`src/rtl/result_pkg.sv`:
```
// result_pkg: shared round-state encoding, source IDs and default widths for result_collector.
package result_pkg;

    typedef enum logic [1:0] {IDLE, GOT1, GOT2, COMPLETE} round_state_t;

    localparam logic SRC_1 = 1'b0;
    localparam logic SRC_2 = 1'b1;

    localparam int DATA_W_DEF = 4;
    localparam int SUM_W_DEF  = 8;

endpackage

```
`src/rtl/sync_fifo.sv`:
```
// sync_fifo: show-ahead synchronous FIFO with wrap-bit pointers; push while full is taken only alongside a pop.
module sync_fifo #(
    parameter int W     = 5,
    parameter int DEPTH = 4
) (
    input  logic         clk,
    input  logic         rst,
    input  logic         push,
    input  logic [W-1:0] push_data,
    input  logic         pop,
    output logic [W-1:0] pop_data,
    output logic         full,
    output logic         empty
);

    localparam int AW = $clog2(DEPTH);

    logic [W-1:0] mem [DEPTH];
    logic [AW:0]  wp, rp;
    logic         do_push, do_pop;

    assign empty    = wp == rp;
    assign full     = (wp[AW] != rp[AW]) && (wp[AW-1:0] == rp[AW-1:0]);
    assign do_pop   = pop && !empty;
    assign do_push  = push && (!full || do_pop);
    assign pop_data = mem[rp[AW-1:0]];

    // storage is cleared too so the head reads zero straight out of reset
    always_ff @(posedge clk or posedge rst) begin
        if (rst) begin
            wp <= '0;
            rp <= '0;
            for (int i = 0; i < DEPTH; i++) mem[i] <= '0;
        end else begin
            if (do_push) begin
                mem[wp[AW-1:0]] <= push_data;
                wp <= wp + (AW+1)'(1);
            end
            if (do_pop) rp <= rp + (AW+1)'(1);
        end
    end

endmodule

```
`src/rtl/result_collector.sv`:
```
// result_collector: captures two slave result streams into holding registers, merges them round-robin
// into a tagged FIFO, and tracks per-round pair sums with a wrapping running total.
module result_collector
    import result_pkg::*;
#(
    parameter int DATA_W = DATA_W_DEF,
    parameter int DEPTH  = 4,
    parameter int SUM_W  = SUM_W_DEF
) (
    input  logic              clk,
    input  logic              rst,
    input  logic              done_1,
    input  logic [DATA_W-1:0] slave_out_1,
    input  logic              done_2,
    input  logic [DATA_W-1:0] slave_out_2,
    output logic              out_valid,
    input  logic              out_ready,
    output logic [DATA_W-1:0] out_data,
    output logic              out_src,
    output logic              round_done,
    output logic [DATA_W:0]   round_sum,
    output logic [SUM_W-1:0]  total_sum,
    output logic              overflow
);

    logic              h1_full, h2_full;
    logic [DATA_W-1:0] h1_data, h2_data;
    logic              rr;
    logic              cap1, cap2, grant1, grant2, push, pop, fifo_full, fifo_empty;
    logic [DATA_W:0]   push_data, head;

    round_state_t      state, state_n;
    logic [DATA_W-1:0] v1, v2, v1_n, v2_n;
    logic [DATA_W:0]   sum_n;

    assign cap1      = done_1 && !h1_full;
    assign cap2      = done_2 && !h2_full;
    assign pop       = out_valid && out_ready;
    assign grant1    = h1_full && (!h2_full || rr == SRC_1);
    assign grant2    = h2_full && !grant1;
    assign push      = (grant1 || grant2) && (!fifo_full || pop);
    assign push_data = grant1 ? {SRC_1, h1_data} : {SRC_2, h2_data};

    sync_fifo #(.W(DATA_W + 1), .DEPTH(DEPTH)) u_fifo (
        .clk       (clk),
        .rst       (rst),
        .push      (push),
        .push_data (push_data),
        .pop       (pop),
        .pop_data  (head),
        .full      (fifo_full),
        .empty     (fifo_empty)
    );

    assign out_valid = !fifo_empty;
    assign out_data  = head[DATA_W-1:0];
    assign out_src   = head[DATA_W];

    // a holding register is only refilled once its flag has dropped, so a strobe in the push cycle is lost
    always_ff @(posedge clk or posedge rst) begin
        if (rst) begin
            h1_full  <= 1'b0;
            h2_full  <= 1'b0;
            h1_data  <= '0;
            h2_data  <= '0;
            rr       <= SRC_1;
            overflow <= 1'b0;
        end else begin
            if (cap1) begin
                h1_full <= 1'b1;
                h1_data <= slave_out_1;
            end else if (push && grant1) h1_full <= 1'b0;
            if (cap2) begin
                h2_full <= 1'b1;
                h2_data <= slave_out_2;
            end else if (push && grant2) h2_full <= 1'b0;
            if (push) rr <= grant1 ? SRC_2 : SRC_1;
            if ((done_1 && h1_full) || (done_2 && h2_full)) overflow <= 1'b1;
        end
    end

    always_comb begin
        state_n = state;
        v1_n    = v1;
        v2_n    = v2;
        if (state == GOT1) begin
            if (cap2) begin
                v2_n    = slave_out_2;
                state_n = COMPLETE;
            end
        end else if (state == GOT2) begin
            if (cap1) begin
                v1_n    = slave_out_1;
                state_n = COMPLETE;
            end
        end else begin
            if (cap1) v1_n = slave_out_1;
            if (cap2) v2_n = slave_out_2;
            state_n = (cap1 && cap2) ? COMPLETE : cap1 ? GOT1 : cap2 ? GOT2 : IDLE;
        end
    end

    assign sum_n = {1'b0, v1_n} + {1'b0, v2_n};

    always_ff @(posedge clk or posedge rst) begin
        if (rst) state <= IDLE;
        else     state <= state_n;
    end

    // sum and total load on entry to COMPLETE so they line up with the round_done pulse
    always_ff @(posedge clk or posedge rst) begin
        if (rst) begin
            v1         <= '0;
            v2         <= '0;
            round_done <= 1'b0;
            round_sum  <= '0;
            total_sum  <= '0;
        end else begin
            v1         <= v1_n;
            v2         <= v2_n;
            round_done <= state_n == COMPLETE;
            if (state_n == COMPLETE) begin
                round_sum <= sum_n;
                total_sum <= total_sum + SUM_W'(sum_n);
            end
        end
    end

endmodule

```
`config.mk`:
```
export PLATFORM = sky130hd
export DESIGN_NAME = result_collector
export DESIGN_NICKNAME = d
export VERILOG_FILES = /design/src/rtl/result_pkg.sv /design/src/rtl/sync_fifo.sv /design/src/rtl/result_collector.sv
export SDC_FILE = /design/constraint.sdc
export NUM_CORES = 1
export LEC_CHECK = 0
export ABC_CLOCK_PERIOD_IN_PS = 3300
export BUFFER_PORTS_ARGS = -buffer_cell sky130_fd_sc_hd__buf_2
export CAP_MARGIN = 20
export CORE_MARGIN = 1
export CORE_UTILIZATION = 59
export DETAILED_ROUTE_END_ITERATION = 10
export PLACE_DENSITY = 0.81
export SLEW_MARGIN = 25
export SYNTH_ARGS = -nofsm -noshare
export SYNTH_HDL_FRONTEND = slang
export SYNTH_HIERARCHICAL = 1
export SYNTH_SLANG_ARGS = --single-unit
```
`constraint.sdc`:
```
create_clock -name clk -period 3.3 [get_ports clk]
set_input_delay 0.99 -clock clk [delete_from_list [all_inputs] [get_ports clk]]
set_output_delay 0.99 -clock clk [all_outputs]
set_load 0.005 [all_outputs]
```
# Word-level counts from Yosys, hierarchy flattened
# Index checks and enable logic that the tools add are counted.
# Widths: inputs -> output; s select.
op_classes:
  add_sub_neg: 4
  n_mul: 0
  div: 0
  magnitude_cmp: 3
  n_eq_ne: 6
  n_shift: 0
  n_mux: 24
  n_bitwise: 3
  n_reduce_logical: 27
op_table:
  columns: ["operator", "count"]
  rows:
  - ["$bwmux 20", 1]
  - ["$mux 4", 5]
  - ["$mux 5", 4]
  - ["$logic_and 1x1->1", 15]
  - ["$mux 2", 7]
  - ["$bmux 5 s2", 1]
  - ["$demux 5 s2", 1]
  - ["$add 8x5->8", 1]
  - ["$add 3x1->3 const B", 2]
  - ["$ge 3x3->1 const B", 2]
  - ["$not 2->3", 2]
  - ["$add 4x4->5", 1]
  - ["$logic_not 1->1", 5]
  - ["$logic_or 1x1->1", 5]
  - ["$mux 1", 5]
  - ["$eq 2x2->1 const B", 2]
  - ["$reduce_bool 2->1", 2]
  - ["$eq 3x3->1", 1]
  - ["$lt 3x1->1 const B", 1]
  - ["$eq 2x1->1 const B", 1]
  - ["$eq 2x2->1", 1]
  - ["$ne 1x1->1", 1]
  - ["$not 1->1", 1]
totals:
  register_bits: 62
  latchBits: 0
  mem_bits_rw: 0
  rom_bits: 0
  input_bits: 13
  output_inout_bits: 21
  n_memories: 0

# Longest topological paths before layout
# Gate-level depths: netlist (run 1).
logic_depth:
  ltp_word: 10
  mapped_depth: 15
  mapped_depth_nobuf: 14

# Cells and area by module
# The synthesis (run 1) kept the hierarchy.
by_module_without_submodules:
  columns: ["mod", "instances", "cells_per_inst", "area_per_inst_um2", "seq_area_each_um2"]
  rows:
  - ["result_collector", 1, 196, 1935.6, 900.9]
  - ["sync_fifo", 1, 85, 1400.1, 650.6]

# Least setup slack after synthesis (run 1)
# No wires, ideal clock.
synth_path:
  path_kind: "in2reg"
  start: "input done_1"
  end: "register total_sum[5]"
  setup_ns: 0.130
  arrival_time_ns: 3.519
  required_time_ns: 3.170
  setup_slack_ns: -0.349
  cell_stages: 14
  path_buffers: 1
  path_cell_list: "nor2b_2 -> buf_6 -> nand2_1 -> mux2_2 -> ha_1 -> inv_1 -> fa_1 -> inv_1 -> ha_1 -> a21o_1 -> a21oi_1 -> nand2b_1 -> a211oi_2 -> xor2_1"
synth_lines:
  columns: ["item", "line_no", "rtl"]
  rows:
  - ["start, declared", "result_collector.sv:12", "input logic done_1,"]
  - ["$logic_and 1x1->1", "result_collector.sv:36", "assign cap1 = done_1 && !h1_full;"]
  - ["$mux 4", "result_collector.sv:92, result_collector.sv:97", null]
  - ["$mux 4", "result_collector.sv:86", "if (state == GOT1) begin"]
  - ["named net v1_n[0]", "result_collector.sv:33", "logic [DATA_W-1:0] v1, v2, v1_n, v2_n;"]
  - ["$add 4x4->5", "result_collector.sv:103", "assign sum_n = {1'b0, v1_n} + {1'b0, v2_n};"]
  - ["named net sum_n[1]", "result_collector.sv:34", "logic [DATA_W:0] sum_n;"]
  - ["$add 8x5->8", "result_collector.sv:124", "total_sum <= total_sum + SUM_W'(sum_n);"]
  - ["end signal, assigned", "result_collector.sv:124", null]
  - ["end, declared", "result_collector.sv:22", "output logic [SUM_W-1:0] total_sum,"]
# The timed path passes the listed nets, and every way through them passes these cells.
# A chain may end at the register's enable or synchronous reset.

# Worst setup path in the final report (run 1)
layout_path:
  start: "input done_1"
  end: "register total_sum[4]"
# The elaborated chain is that of the path after synthesis.

==> metrics.txt, run 1 <==
# TYPE chip_impl_metric gauge
chip_impl_metric{name="die_area",unit="um2"} 5960
chip_impl_metric{name="synth.net_count",unit=""} 310
chip_impl_metric{name="setup-tns-final",unit="ps"} 0
chip_impl_info{name="worstSetupEndpointType",value="flip-flop"} 1
chip_impl_metric{name="ys_seq_area_share",unit="%"} 46.5
chip_impl_metric{name="cells_after_synth",unit=""} 281
chip_impl_metric{name="final-setup-viol-count",unit=""} 0
chip_impl_metric{name="insertion_delay",unit="ps"} 350
chip_impl_metric{name="post-cts-setup-buffers",unit=""} 0
chip_impl_info{name="cp_class",value="in2reg"} 1
chip_impl_metric{name="drc_violation_count_after_routing",unit=""} 0
chip_impl_metric{name="max_slew.worst_pin.slew",unit="ps"} 940
chip_impl_metric{name="timing.reg2reg.setup_slack",unit="ps"} 340
chip_impl_metric{name="initial_core_util",unit="%"} 61.0
chip_impl_metric{name="ff2ff_path_depth",unit=""} 13
chip_impl_metric{name="fin_crit_sh",unit="%"} 96.2
chip_impl_metric{name="cts.reportedPaths.clkPinSlew",unit="ps"} 70
chip_impl_metric{name="slew_headroom",unit="%"} 37.0
chip_impl_metric{name="final_hold_viol_count",unit=""} 0
chip_impl_info{name="status",value="completed"} 1
chip_impl_metric{name="avgViaCountPerCell",unit=""} 5.37
chip_impl_metric{name="final.min_clock_period",unit="ps"} 3170
chip_impl_metric{name="cts.sinks",unit=""} 62
chip_impl_metric{name="core_area",unit="um2"} 5470
chip_impl_metric{name="timing.clock.skew",unit="ps"} 9.14
chip_impl_metric{name="dieHeight",unit="um"} 77.2
chip_impl_info{name="hp-start",value="total_sum[7]"} 1
chip_impl_metric{name="edff_count_synth",unit=""} 0
chip_impl_metric{name="hold_path_depth",unit=""} 1
chip_impl_metric{name="initial_antenna_violation_count",unit=""} 0
chip_impl_metric{name="drt-wirelength-per-cell",unit="um"} 15.7
chip_impl_metric{name="grt_pass1_vias",unit=""} 2350
chip_impl_metric{name="cts-hold-fix-buffers",unit=""} 0
chip_impl_metric{name="synth.area.mux_share",unit="%"} 13.1
chip_impl_info{name="r2r_start",value="state[1]"} 1
chip_impl_metric{name="wirelength",unit="um"} 6660
chip_impl_metric{name="syn_area",unit="um2"} 3340
chip_impl_metric{name="synthDistinctLibCells",unit=""} 48
chip_impl_metric{name="numPortBuffers",unit=""} 33
chip_impl_metric{name="synth_compound_gate_area_share",unit="%"} 12.5
chip_impl_metric{name="slew_violations",unit=""} 0
chip_impl_info{name="clockRootBuffer",value="clkbuf_8"} 1
chip_impl_metric{name="detailedRoute.firstIterationViolations",unit=""} 129
chip_impl_metric{name="dp.cells",unit=""} 407
chip_impl_metric{name="antenna_left",unit=""} 0
chip_impl_info{name="cts_tree",value="built"} 1
chip_impl_metric{name="synth_xor_xnor_area_share",unit="%"} 5.29
chip_impl_metric{name="critPathMaxFanout",unit=""} 5
chip_impl_metric{name="chipWidth",unit="um"} 77.2
chip_impl_metric{name="routed-via-count",unit=""} 2273
chip_impl_metric{name="globalRouteOverflowTotal",unit=""} 0
chip_impl_metric{name="drive_gt1_share",unit="%"} 41.0
chip_impl_metric{name="maxcap_violations",unit=""} 0
chip_impl_metric{name="cts-htree-levels",unit=""} 3
chip_impl_metric{name="largest_net_degree_at_the_start_of_global_routing",unit=""} 27
chip_impl_info{name="rsz0062_at_grt",value="false"} 1
chip_impl_metric{name="achievable-frequency",unit="MHz"} 315
chip_impl_metric{name="hpwlAfterDp",unit="um"} 4800
chip_impl_metric{name="yosys_register_bits",unit=""} 62
chip_impl_metric{name="post_synth.cell_area_avg",unit="um2"} 11.9
chip_impl_metric{name="simple_gate_fraction_of_synth_area",unit="%"} 13.2
chip_impl_metric{name="layout.cells.non_filler",unit=""} 423
chip_impl_metric{name="dr.pass1.iters",unit=""} 4
chip_impl_metric{name="place_ws",unit="ps"} -239
chip_impl_metric{name="n_antenna_cell",unit=""} 0
chip_impl_info{name="synth_top_family_by_area",value="simple AND/OR/NAND/NOR gates"} 1
chip_impl_metric{name="core.rowCount",unit=""} 27
chip_impl_metric{name="cts_buffer_depth",unit=""} 2
chip_impl_info{name="crit_path_start_kind",value="input pin"} 1
chip_impl_metric{name="area_growth",unit="%"} 22.0
chip_impl_metric{name="register_area",unit="um2"} 1550
chip_impl_info{name="synth-main-ff-cell",value="dfrtp_1"} 1
chip_impl_metric{name="ctsResizeCount",unit=""} 0
chip_impl_metric{name="ys_async_sr_fraction",unit="%"} 100
chip_impl_metric{name="gp_congestion",unit=""} 0.863
chip_impl_metric{name="io-pin-count",unit=""} 34
chip_impl_metric{name="wire_length_of_the_first_global_routing_pass",unit="um"} 11400
chip_impl_metric{name="numCtsBuffers",unit=""} 9
chip_impl_metric{name="grt.total_usage",unit="%"} 25.6
chip_impl_info{name="worst_hold_path.endpoint",value="total_sum[7]"} 1
chip_impl_metric{name="worst-endpoint-required",unit="ps"} 3520
chip_impl_info{name="hold_class",value="reg2reg"} 1
chip_impl_metric{name="number_of_fillers_in_the_final_layout",unit=""} 396
chip_impl_metric{name="ys.warnings.count",unit=""} 6
chip_impl_metric{name="synth_fa_ha_area_share",unit="%"} 6.45
chip_impl_info{name="timing.rr.end",value="total_sum[7]"} 1
chip_impl_metric{name="multiInputGateArea",unit="um2"} 1800
chip_impl_metric{name="crit_arrival",unit="ps"} 3390
chip_impl_metric{name="final.hold.worst_slack",unit="ps"} 468
chip_impl_metric{name="fin_ws",unit="ps"} 127
chip_impl_metric{name="fin_nets",unit=""} 375
==> stage by stage <==
stage | util (%) | cell area, um2
finish | 74.3 | 4070
global route | 74.3 | 4070
CTS | 73.9 | 4040
detailed placement | 70.2 | 3840
global placement | 70.2 | 3840
floorplan | - | 3430
==> synth_stat cells (2+ instances only) <==
master / n / area share (%)
a211oi_2: 2 / 0.75
a21o_1: 2 / 0.45
a21oi_1: 10 / 1.5
a221oi_4: 2 / 1.6
a31oi_1: 3 / 0.56
and2_1: 5 / 0.94
and3_1: 3 / 0.56
buf_4: 2 / 0.45
buf_6: 3 / 1.0
dfrtp_1: 62 / 47
fa_1: 2 / 1.2
ha_1: 14 / 5.3
inv_1: 10 / 1.1
mux2_2: 28 / 9.5
mux4_2: 5 / 3.4
nand2_1: 56 / 6.3
nand2b_1: 8 / 1.5
nand3_1: 2 / 0.30
nor2_1: 10 / 1.1
nor2b_1: 3 / 0.56
nor3_1: 3 / 0.45
o211ai_1: 2 / 0.45
o21ai_0: 5 / 0.75
o41ai_4: 4 / 3.3
xnor2_1: 7 / 1.8
xor2_1: 5 / 1.3
xor2_4: 2 / 1.7
==> kinds of logic (layout without fill, tap and decap cells) <==
kind of cell,after synthesis,after routing
flip-flops,62,62
adder cells (fa/ha/maj),16,16
XOR/XNOR,15,15
AND/OR/NAND/NOR,95,95
AO/OA/AOI/OAI,41,41
buffers and inverters,18,88
multiplexers,34,34
==> critical path, stage by stage <==
cell and delay (ps):
buf_6 70, nor2b_4 230, nand2_8 90, mux2_4 240, ha_4 130, inv_2 40, fa_2 540, inv_2 50
fa_2 330, a21o_1 180, a21oi_2 140, buf_4 130, xor2_1 140, a21oi_1 90
==> metal layers <==
layer	vias to the layer above	part of all wire, %	track usage, %
met5	-	0	0
met4	0	1.6	10.4
met3	9	3.3	5.95
met2	36	50	43.0
met1	1118	45	31.8
li1	1110	-	-
==> final cells by class <==
| class | count | area share (%) |
|---|---|---|
| Multi-Input combinational cell | 201 | 44.3 |
| Tap cell | 72 | 2.21 |
| Clock buffer | 11 | 3.47 |
| Timing Repair Buffer | 61 | 9.38 |
| Clock inverter | 5 | 1.45 |
| Inverter | 11 | 1.01 |
| Sequential cell | 62 | 38.1 |
==> how the worst max path moves through the flow <==
stage                     cells past startpoint            to    from  slack [ps]
final                                        14  total_sum[4]  done_1         130
after global routing                         14  total_sum[6]  done_2          10
after CTS                                    14  total_sum[4]  done_1         120
after detailed placement                     14  total_sum[4]  done_1        -240
after global placement                       15  total_sum[6]  done_1        -170
after floorplan                              14  total_sum[6]  done_1         -60
==> state kept, by name (all words and copies together) (netlist names), 4 cells and up <==
signal,flops
total_sum,8
h2_data,4
u_fifo/mem,20
v2,4
h1_data,4
v1,4
round_sum,5
==> cells in the final DEF, fill, tap and decap left out, drive strengths merged, types with 8 or more instances in the layout <==
| cell type | count |
|---|---|
| a21oi | 11 |
| buf | 61 |
| clkbuf | 11 |
| dfrtp | 62 |
| ha | 14 |
| inv | 10 |
| mux2 | 28 |
| nand2 | 56 |
| nand2b | 8 |
| nor2 | 11 |
| xnor2 | 8 |
Power of run 1 is not shown: default switching activity piles up to over one toggle a cycle in this logic, so the estimate is an artifact.
==> run 2: changes to the inputs <==
==> constraint.sdc (replaced) <==
create_clock -name clk -period 3.3 [get_ports clk]
set_input_delay 0.66 -clock clk [delete_from_list [all_inputs] [get_ports clk]]
set_output_delay 0.66 -clock clk [all_outputs]
set_load 0.005 [all_outputs]
==> metrics.txt, run 2 (same netlist as run 1, synthesis figures left out) <==
# TYPE chip_impl_metric gauge
chip_impl_metric{name="fin_crit_sh",unit="%"} 95.5
chip_impl_info{name="status",value="completed"} 1
chip_impl_metric{name="grt.total_usage",unit="%"} 24.7
chip_impl_metric{name="fin_nets",unit=""} 367
chip_impl_metric{name="final.min_clock_period",unit="ps"} 3150
chip_impl_metric{name="dr.pass1.iters",unit=""} 4
chip_impl_metric{name="grt_pass1_vias",unit=""} 2401
chip_impl_info{name="critPathSlowestCell",value="fa_1"} 1
chip_impl_info{name="most-common-layout-cells",value="62 x dfrtp_1, 55 x nand2_1, 33 x buf_2, 28 x mux2_2, 20 x buf_4"} 1
chip_impl_metric{name="core.rowCount",unit=""} 27
chip_impl_metric{name="cts_buffer_depth",unit=""} 2
chip_impl_metric{name="numPortBuffers",unit=""} 33
chip_impl_metric{name="final_hold_viol_count",unit=""} 0
chip_impl_metric{name="cts.reportedPaths.clkPinSlew",unit="ps"} 80
chip_impl_metric{name="antenna_left",unit=""} 0
chip_impl_metric{name="power_switching_share",unit="%"} 41.9
chip_impl_metric{name="final.hold.worst_slack",unit="ps"} 351
chip_impl_metric{name="ff2ff_path_depth",unit=""} 13
chip_impl_info{name="cp_class",value="reg2reg"} 1
chip_impl_metric{name="path_buf_inv",unit=""} 2
chip_impl_info{name="critical_path.cell_chain",value="nand2b_1 -> nand2_2 -> mux2_2 -> ha_1 -> inv_1 -> fa_1 -> inv_1 -> ha_1 -> a21o_1 -> a21oi_1 -> nand2b_1 -> a211oi_2 -> xor2_1"} 1
chip_impl_metric{name="power.switching",unit="W"} 0.00214
chip_impl_metric{name="area_growth",unit="%"} 17.7
chip_impl_metric{name="wirelength",unit="um"} 6630
chip_impl_metric{name="achievable-frequency",unit="MHz"} 317
chip_impl_metric{name="internal-power",unit="W"} 0.00296
chip_impl_metric{name="drt-wirelength-per-cell",unit="um"} 16.0
chip_impl_metric{name="initial_core_util",unit="%"} 61.0
chip_impl_info{name="reg_top3",value="u_fifo/mem x20, total_sum x8, round_sum x5"} 1
chip_impl_info{name="crit_path_start_kind",value="flip-flop"} 1
chip_impl_metric{name="avgViaCountPerCell",unit=""} 5.56
chip_impl_metric{name="io-pin-count",unit=""} 34
chip_impl_metric{name="cts.sinks",unit=""} 62
chip_impl_metric{name="cts-htree-levels",unit=""} 3
chip_impl_info{name="clockRootBuffer",value="clkbuf_8"} 1
chip_impl_metric{name="critical_path.max_stage_delay",unit="ps"} 420
chip_impl_metric{name="drc_violation_count_after_routing",unit=""} 0
chip_impl_metric{name="core_area",unit="um2"} 5470
chip_impl_metric{name="n_antenna_cell",unit=""} 0
chip_impl_info{name="worst_path_dominant_cell_family",value="adder cells"} 1
chip_impl_metric{name="power_per_cell_area",unit="nW/um2"} 1300
chip_impl_metric{name="hpwlAfterDp",unit="um"} 4940
chip_impl_metric{name="finish.instance_area",unit="um2"} 3930
chip_impl_info{name="worstSetupEndpointType",value="flip-flop"} 1
chip_impl_metric{name="insertion_delay",unit="ps"} 350
chip_impl_metric{name="final-setup-viol-count",unit=""} 0
chip_impl_metric{name="initial_antenna_violation_count",unit=""} 0
chip_impl_metric{name="dieHeight",unit="um"} 77.2
chip_impl_metric{name="wire_length_of_the_first_global_routing_pass",unit="um"} 11100
chip_impl_info{name="r2r_start",value="state[1]"} 1
chip_impl_metric{name="clock_power_share",unit="%"} 15.0
chip_impl_metric{name="slew_violations",unit=""} 0
chip_impl_info{name="rsz0062_at_grt",value="false"} 1
chip_impl_metric{name="numCtsBuffers",unit=""} 9
chip_impl_metric{name="critPathMaxFanout",unit=""} 6
chip_impl_metric{name="layout.cells.non_filler",unit=""} 415
chip_impl_metric{name="globalRouteOverflowTotal",unit=""} 0
chip_impl_info{name="hold_class",value="in2async"} 1
chip_impl_metric{name="timing.reg2reg.setup_slack",unit="ps"} 150
chip_impl_metric{name="share_of_the_core_filled_with_cells_in_the_final_layout",unit="%"} 71.7
chip_impl_metric{name="max_slew.worst_pin.slew",unit="ps"} 641
chip_impl_info{name="top_register",value="u_fifo/mem"} 1
chip_impl_metric{name="worstSetupPathDepth",unit=""} 13
chip_impl_metric{name="maxcap_violations",unit=""} 0
chip_impl_metric{name="dp.cells",unit=""} 399
chip_impl_info{name="layout.cells.most_common",value="dfrtp_1"} 1
chip_impl_metric{name="seqPwrFrac",unit="%"} 28.2
chip_impl_metric{name="largest_register_ffs",unit=""} 20
chip_impl_metric{name="gp_congestion",unit=""} 0.878
chip_impl_metric{name="die_area",unit="um2"} 5960
chip_impl_metric{name="drive_gt1_share",unit="%"} 36.7
chip_impl_metric{name="worst-endpoint-required",unit="ps"} 3530
chip_impl_metric{name="placedInstanceArea",unit="um2"} 3690
chip_impl_metric{name="crit_arrival",unit="ps"} 3380
chip_impl_metric{name="chipWidth",unit="um"} 77.2
chip_impl_metric{name="largest_net_degree_at_the_start_of_global_routing",unit=""} 37
chip_impl_metric{name="peakVddDrop",unit="uV"} 975
chip_impl_metric{name="timing.clock.skew",unit="ps"} 8.48
chip_impl_info{name="timing.rr.end",value="total_sum[7]"} 1
chip_impl_metric{name="cellLeakagePower",unit="nW"} 1.89
chip_impl_metric{name="routed-via-count",unit=""} 2308
chip_impl_metric{name="power_frac_comb",unit="%"} 56.8
chip_impl_metric{name="report.power.total",unit="W"} 0.00509
chip_impl_metric{name="detailedRoute.firstIterationViolations",unit=""} 62
chip_impl_info{name="cts_tree",value="built"} 1
chip_impl_metric{name="slew_headroom",unit="%"} 57.1
==> run 2: routing by layer <==
metal  global-route usage (%)  wire length [um]
met5                        0                 0
met4                     13.4               140
met3                     5.00               232
met2                     43.0              3440
met1                     28.4              2820
==> run 2: area by class of cell <==
class                      instances  area [um2]
multi-input combinational        201        1700
sequential                        62        1550
fill                             431        1550
timing repair buffer              53         315
clock buffer                       9         124
clock inverter                     7         103
tap                               72        90.1
inverter                          11        41.3
==> run 2: what timing repair did <==
action                                  in CTS  in global routing
buffers inserted                             0                  0
endpoints found under the hold margin        0                  0
gates resized for setup                      0                  2
endpoints found under the setup margin       0                  1
hold buffers                                 0                  0
==> run 2: power groups by stage <==
stage / Clock (W) / Sequential, W / Combinational, W
6_report: 0.000766 / 0.00144 / 0.00289
5_1_grt: 0.000806 / 0.00148 / 0.00317
4_1_cts: 0.000782 / 0.00143 / 0.00288
3_5_place_dp: 0 / 0.00145 / 0.00287
3_3_place_gp: 0 / 0.00142 / 0.00276
2_1_floorplan: 0 / 0.00136 / 0.00219
==> run 2: worst max-delay path by stage <==
stage,start,end,slack [ps]
after floorplan,done_2,total_sum[5],30
after global placement,done_2,total_sum[6],20
after detailed placement,done_1,total_sum[7],-30
after CTS,state[1],total_sum[7],160
after global routing,state[1],total_sum[7],20
final,state[1],total_sum[7],150
==> run 2: stage by stage <==
stage | setup WS [ps] | setup TNS, ps
2_1_floorplan | 28.6 | 0
3_3_place_gp | 21.8 | 0
3_5_place_dp | -30.1 | -69.8
4_1_cts | 155 | 0
5_1_grt | 19.5 | 0
6_report | 150 | 0
==> run 2: worst register-to-register path, delay by kind of cell (launching register included) <==
family	cells	cell delay [ps]
AND/OR/NAND/NOR	3	640
multiplexers	1	360
XOR/XNOR	1	150
buffers and inverters	2	180
AO/OA/AOI/OAI	3	420
adder cells (fa/ha/maj)	3	880
flip-flops	1	400
Power figures use the tool's default switching activity.
